--- src/rtl/sar_result_capture.sv ---
// rtl/sar_result_capture.sv - SAR successive-approximation result capture with single-entry output buffer
module sar_result_capture #(
    parameter bit CMP_POL = 1'b1
) (
    input  logic       clk,
    input  logic       rst,
    input  logic       sample,
    input  logic       comp_en,
    input  logic       d6,
    input  logic       d5,
    input  logic       d4,
    input  logic       d3,
    input  logic       d2,
    input  logic       d1,
    input  logic       rs,
    input  logic       comp_out,
    output logic [5:0] dac_code,
    output logic [5:0] data,
    output logic       data_valid,
    input  logic       data_ready,
    output logic       overrun,
    output logic       seq_err
);

    typedef enum logic [1:0] {IDLE, TRACK, CONV, RESOLVE} state_t;

    state_t     state_q, state_d;
    logic [2:0] ptr_q, ptr_d;
    logic [5:0] dac_q, dac_d;
    logic [5:0] data_q, data_d;
    logic       valid_q, valid_d;
    logic       ovr_q, ovr_d;
    logic       serr_q, serr_d;

    logic [5:0] strobes;
    logic [5:0] ptr_mask;
    logic [5:0] result;
    logic [2:0] ptr_up;
    logic       keep;
    logic       result_evt;
    logic       seq_fault;

    always_comb begin
        strobes    = {d6, d5, d4, d3, d2, d1};
        ptr_mask   = 6'b000001 << ptr_q;
        ptr_up     = ptr_q + 3'd1;
        keep       = (comp_out == CMP_POL);
        result     = {dac_q[5:1], keep};
        state_d    = state_q;
        ptr_d      = ptr_q;
        dac_d      = dac_q;
        serr_d     = serr_q;
        result_evt = 1'b0;
        seq_fault  = 1'b0;

        case (state_q)
            IDLE: begin
                if (rs) dac_d = '0;
                if (sample) begin
                    state_d = TRACK;
                    dac_d   = '0;
                end
            end
            TRACK: begin
                dac_d = '0;
                if (!sample) begin
                    state_d = CONV;
                    ptr_d   = 3'd5;
                end
            end
            CONV: begin
                if (sample || (strobes != 6'd0 && strobes != ptr_mask)) begin
                    seq_fault = 1'b1;
                end else if (strobes == ptr_mask) begin
                    // Trial for bit ptr and decision for the previous trial share one edge
                    dac_d[ptr_q] = 1'b1;
                    if (ptr_q != 3'd5) dac_d[ptr_up] = keep;
                    if (ptr_q == 3'd0) state_d = RESOLVE;
                    else               ptr_d   = ptr_q - 3'd1;
                end
            end
            RESOLVE: begin
                if (sample || strobes != 6'd0) begin
                    seq_fault = 1'b1;
                end else if (comp_en) begin
                    result_evt = 1'b1;
                    dac_d      = result;
                    state_d    = IDLE;
                    ptr_d      = 3'd5;
                end
            end
            default: state_d = IDLE;
        endcase

        if (seq_fault) begin
            serr_d  = 1'b1;
            dac_d   = '0;
            ptr_d   = 3'd5;
            state_d = sample ? TRACK : IDLE;
        end
    end

    always_comb begin
        data_d  = data_q;
        valid_d = valid_q;
        ovr_d   = ovr_q;
        // A result may replace buffered data only when that data is consumed on the same edge
        if (result_evt) begin
            if (!valid_q || data_ready) begin
                data_d  = result;
                valid_d = 1'b1;
            end else begin
                ovr_d = 1'b1;
            end
        end else if (valid_q && data_ready) begin
            valid_d = 1'b0;
        end
    end

    always_ff @(posedge clk) begin
        if (rst) begin
            state_q <= IDLE;
            ptr_q   <= 3'd5;
            dac_q   <= '0;
            data_q  <= '0;
            valid_q <= 1'b0;
            ovr_q   <= 1'b0;
            serr_q  <= 1'b0;
        end else begin
            state_q <= state_d;
            ptr_q   <= ptr_d;
            dac_q   <= dac_d;
            data_q  <= data_d;
            valid_q <= valid_d;
            ovr_q   <= ovr_d;
            serr_q  <= serr_d;
        end
    end

    assign dac_code   = dac_q;
    assign data       = data_q;
    assign data_valid = valid_q;
    assign overrun    = ovr_q;
    assign seq_err    = serr_q;

endmodule
--- config.mk ---
export PLATFORM = sky130hd
export DESIGN_NAME = sar_result_capture
export DESIGN_NICKNAME = d
export VERILOG_FILES = /design/src/rtl/sar_result_capture.sv
export SDC_FILE = /design/constraint.sdc
export NUM_CORES = 1
export LEC_CHECK = 0
export BUFFER_PORTS_ARGS = -buffer_cell sky130_fd_sc_hd__buf_2
export CORE_UTILIZATION = 55
export DETAILED_ROUTE_END_ITERATION = 16
export PLACE_DENSITY_LB_ADDON = 0.25
export SYNTH_ARGS = -nofsm -noshare
export SYNTH_HDL_FRONTEND = slang
export SYNTH_SLANG_ARGS = --single-unit
--- constraint.sdc ---
create_clock -name clk -period 5.31 [get_ports clk]
set_input_delay 0 -clock clk [delete_from_list [all_inputs] [get_ports clk]]
set_output_delay 0 -clock clk [all_outputs]
set_load 0.01 [all_outputs]
# Yosys cells after proc, flatten, opt, wreduce, memory -nomap -nowiden
# Cells that the tools add are included.
# totals
register_bits	20
in_bits	13
elab_cells	99
# classes
add_sub_neg	2
n_lt_le_gt_ge	4
n_eq_ne	21
shifts	1
n_mux	39
n_bitwise	3
n_reduce_logical	21
# op_table
op	count
$mux W6	5
$ne A3 B3 Y1 const B	9
$pmux W6 S4	1
$mux W3	6
$mux W2	8
$reduce_and A7 Y1	2
$mux W1	13
$ne A2 B2 Y1 const B	6
$pmux W3 S3	1
$lt A3 B4 Y1 const B	2
$pmux W2 S4	1
$bwmux W6	1
$demux W1 S3	2
$eq A6 B6 Y1	1
$ge A3 B1 Y1 const B	2
$ne A6 B6 Y1	1
$or A6 B6 Y6	1
$reduce_and A2 Y1	3
$reduce_bool A6 Y1	1
$shl A1 B3 Y6 const A	1
$reduce_and A5 Y1	1
$eq A2 B2 Y1 const B	2
$logic_and A1 B1 Y1	4
$reduce_and A4 Y1	1
13 further kinds	16

# Depth between registers and ports, before layout
# depth
word_depth	10
depth_mapped	8
depth_no_buf	7

# Worst setup path after synthesis
# No wires, ideal clock.
# synth_path
path_kind	reg2reg
start	reg ptr_q[0]
end	reg ptr_q[0]
setup_time_ns	0.135
arrival_time_ns	2.317
required_ns	5.175
setup_slack_ns	2.858
stages_incl_launch_ff	9
n_path_buf	1
synth_period_minus_slack_ns	2.452
cell_sequence	dfxtp_1 > clkbuf_1 > inv_1 > ha_1 > nor2b_1 > xor2_1 > nor4_2 > a21oi_1 > or4_4
# synth_via
elab_chain_len	7
# synth_rtl
item	line_no	text
start, declared	28	logic [2:0] ptr_q, ptr_d;
start signal, assigned	131	ptr_q <= ptr_d;
parallel branches: the longest is 7 deep, another holds $sub A3 B1 Y3	-	
# Several ways; the timed one is not identified. The select of a mux whose other input is x is not followed.
# A chain may end at the register's enable or synchronous reset.

# Final worst setup path
# Ends and elaborated chain as after synthesis.

==> run summary <==
status = complete, no violations
actual slew at the worst max-slew pin = 0.6822 ns
reg2reg end = ptr_q[0]$_SDFFE_PP1P_
fin. max-slew vios = 0
pre-CTS WS = 2.704 ns
CP cell instances = inv_1 -> ha_1 -> nor2b_1 -> xor2_1 -> nor4_2 -> a21oi_1 -> or4_4
Critical Setup Path Class = flop to flop
TritonCTS clock tree = yes
Pre-Repair DR Iteration Count = 4
I/O Pins = 28
placed cells = 213
Max H-tree Level = 1
post-CTS setup buffers = 0
average cell area after synthesis = 8.844 um2
Min Hold Slack = 0.008051 ns
Synth area leaders = dfxtp_1 (28%), ha_1 (8.8%), mux2i_1 (5.7%), nor2_1 (3.4%), a211oi_1 (3.2%)
Synth top cells by count = dfxtp_1 (20), nor2_1 (13), ha_1 (10), inv_1 (10), mux2i_1 (8)
routed length per instance = 14.62 um
# hold bufs at CTS = 0
antenna-violating nets left = 0
slew margin rel. = 54.04%
overall routed net length = 3.157 mm
initial core utilization = 57.65%
logic gate share of total power = 44.2%
PortBufs = 27
yosys warns = 0
CP max FO = 12
Ant. Diodes = 0
nets = 211
Power Total = 0.0004438 W
Iter 0 DRT Violations = 57
DPL Wire Length = 2.441 mm
Mapped Cells = 160
RD Place Congestion = 0.8455
Setup WS post-layout = 2.652 ns
first-pass GRT wire length = 5.099 mm
Worst VDD drop = 0.2143 mV
Clock Tree Root = clkbuf_4
leak pwr = 0.6923 nW
most frequent cell after synthesis = dfxtp_1
largest net degree at the start of global routing = 15
Worst Clk Skew = 0.002185 ns
Startpoint Class = flop
share of cells above drive strength 1 = 26.34%
EDFF count, synth = 0
R2R Path Start = ptr_q[0]$_SDFFE_PP1P_
Crit. End Element = flop
CP max stage cell = dfxtp_1
Yosys cell types = 55
die area = 0.002780 mm2
initial antenna violation count = 0
FF-to-FF setup slack = 2.65 ns
Post-synth top flop = dfxtp_1
Area Growth Syn to Fin = 12.56%
PD cells = 278.7 mW/mm2
FMAX = 0.3763 GHz
R2R cell count = 7
unrepaired setup endpoints after global routing = no
Synth top area share = 28.29%
Setup TNS = 0 ns
Seq/Total Area, Yosys = 28.29%
source of the worst hold timing path = comp_out
worst hold path class = input port to flop
GRT Residual Overflow = 0
share of total power in the clock network = 15.7%
total CTS buffers = 3
Yosys top cell by area = dfxtp_1
fin cells = 216
number of global-route vias before repair = 1134
CORE AREA = 0.002455 mm2
Remaining DRCs = 0
chip width = 52.73 um
DR vias = 1333
Syn Nets = 183
crit path DAT = 2.84 ns
Yosys reg bits = 20
max incr delay on CP = 0.56 ns
Net Sw Frac = 37.85%
Total GRT Usage = 24.74%
hold-critical path depth = 3
Seq pwr share = 40.1%
Final Hold Vio Count = 0
Hold EP = data[0]$_SDFFE_PP0P_
internal power = 0.0002758 W
Final setup viols = 0
Post-Syn Area = 0.001415 mm2
Sw Pwr = 0.0001680 W
Die Height = 52.73 um
Reg clk slew, reported paths = 0.10 ns
Clock Path Buffers = 2
period utilization = 50.05%
CP required = 5.49 ns
Site Rows = 18
CTS resizes = 0
Worst-Skew Late Latency = 0.29 ns
vias per inst = 6.171
sink count of the clock tree = 20
Max Cap Viol = 0
Tmin final = 2.658 ns
asr flop ratio synth = 0%
-- area by class of cell --
cell class	count	area (um2)
repair buffers	27	135.1
multi-input cells	126	959.7
flip-flops and latches	20	400.4
well taps	30	37.54
inverters	10	37.54
fillers	212	862.1
clock buffers	3	22.52
-- worst max-delay path by stage --
| stage | startpoint | endpoint | slack (ns) |
|---|---|---|---|
| floorplan | ptr_q[0]$_SDFFE_PP1P_ | ptr_q[0]$_SDFFE_PP1P_ | 2.86 |
| global placement | ptr_q[0]$_SDFFE_PP1P_ | ptr_q[0]$_SDFFE_PP1P_ | 2.81 |
| detailed placement | ptr_q[0]$_SDFFE_PP1P_ | ptr_q[0]$_SDFFE_PP1P_ | 2.70 |
| CTS | ptr_q[0]$_SDFFE_PP1P_ | ptr_q[0]$_SDFFE_PP1P_ | 2.68 |
| global route | ptr_q[0]$_SDFFE_PP1P_ | dac_code[3]$_SDFFE_PP0P_ | 2.40 |
| finish | ptr_q[0]$_SDFFE_PP1P_ | ptr_q[0]$_SDFFE_PP1P_ | 2.65 |
-- power groups by stage --
stage / clock network (W) / logic, W / registers (W)
2_1_floorplan: 0 / 0.000138 / 0.000183
3_3_place_gp: 0 / 0.000187 / 0.000180
3_5_place_dp: 0 / 0.000193 / 0.000181
4_1_cts: 0.0000696 / 0.000194 / 0.000178
5_1_grt: 0.0000746 / 0.000217 / 0.000180
6_report: 0.0000695 / 0.000196 / 0.000178
-- through the flow --
step	util, %	instance area [um2]
floorplan	-	1415
global placement	63.97	1570
detailed placement	63.97	1570
CTS	64.88	1593
global route	64.88	1593
finish	64.88	1593
-- per-layer routing --
layer / up-vias / part of all wire, % / track usage (%)
met4: 0 / 1.1 / 6.140
met5: - / 0 / 0
li1: 667 / - / -
met2: 36 / 46 / 37.97
met3: 4 / 3.8 / 6.667
met1: 626 / 49 / 33.85
-- cell families (layout without fill, tap and decap cells) --
family,Yosys count,after routing,share of synthesized area [%]
simple gates,58,58,26.70
mux,9,9,6.455
xor+xnor,3,3,1.857
compound gates,46,46,23.96
fa+ha+maj,10,10,8.842
flops,20,20,28.29
buf+inv,14,40,3.891
-- cell usage in the layout, fill, tap and decap left out, types with 3 or more instances in the layout --
| master | instances |
|---|---|
| nand3_1 | 5 |
| a21oi_1 | 7 |
| nor2b_1 | 3 |
| a211oi_1 | 6 |
| buf_2 | 27 |
| nor2_1 | 13 |
| nor3_1 | 4 |
| a31oi_1 | 6 |
| o21ai_0 | 6 |
| ha_1 | 10 |
| inv_1 | 10 |
| mux2i_1 | 8 |
| dfxtp_1 | 20 |
| nand2_1 | 7 |
| clkbuf_4 | 3 |
| nand4_1 | 3 |
-- critical path, delay by kind of cell (launching register included) --
| family | cells | cell delay [ns] |
|---|---|---|
| and+or+nand+nor | 3 | 1.15 |
| DFF | 1 | 0.56 |
| adders and majority gates | 1 | 0.25 |
| buffers and inverters | 1 | 0.24 |
| xor gates and xnor gates | 1 | 0.20 |
| AOI/OAI and AO/OA | 1 | 0.13 |
-- registers in the layout, summed over array words and instances (netlist names) --
| name | cells |
|---|---|
| dac_code | 6 |
| data | 6 |
| data_valid | 1 |
| overrun | 1 |
| ptr_q | 3 |
| seq_err | 1 |
| state_q | 2 |
No activity file was read; power rests on OpenSTA's default activity.
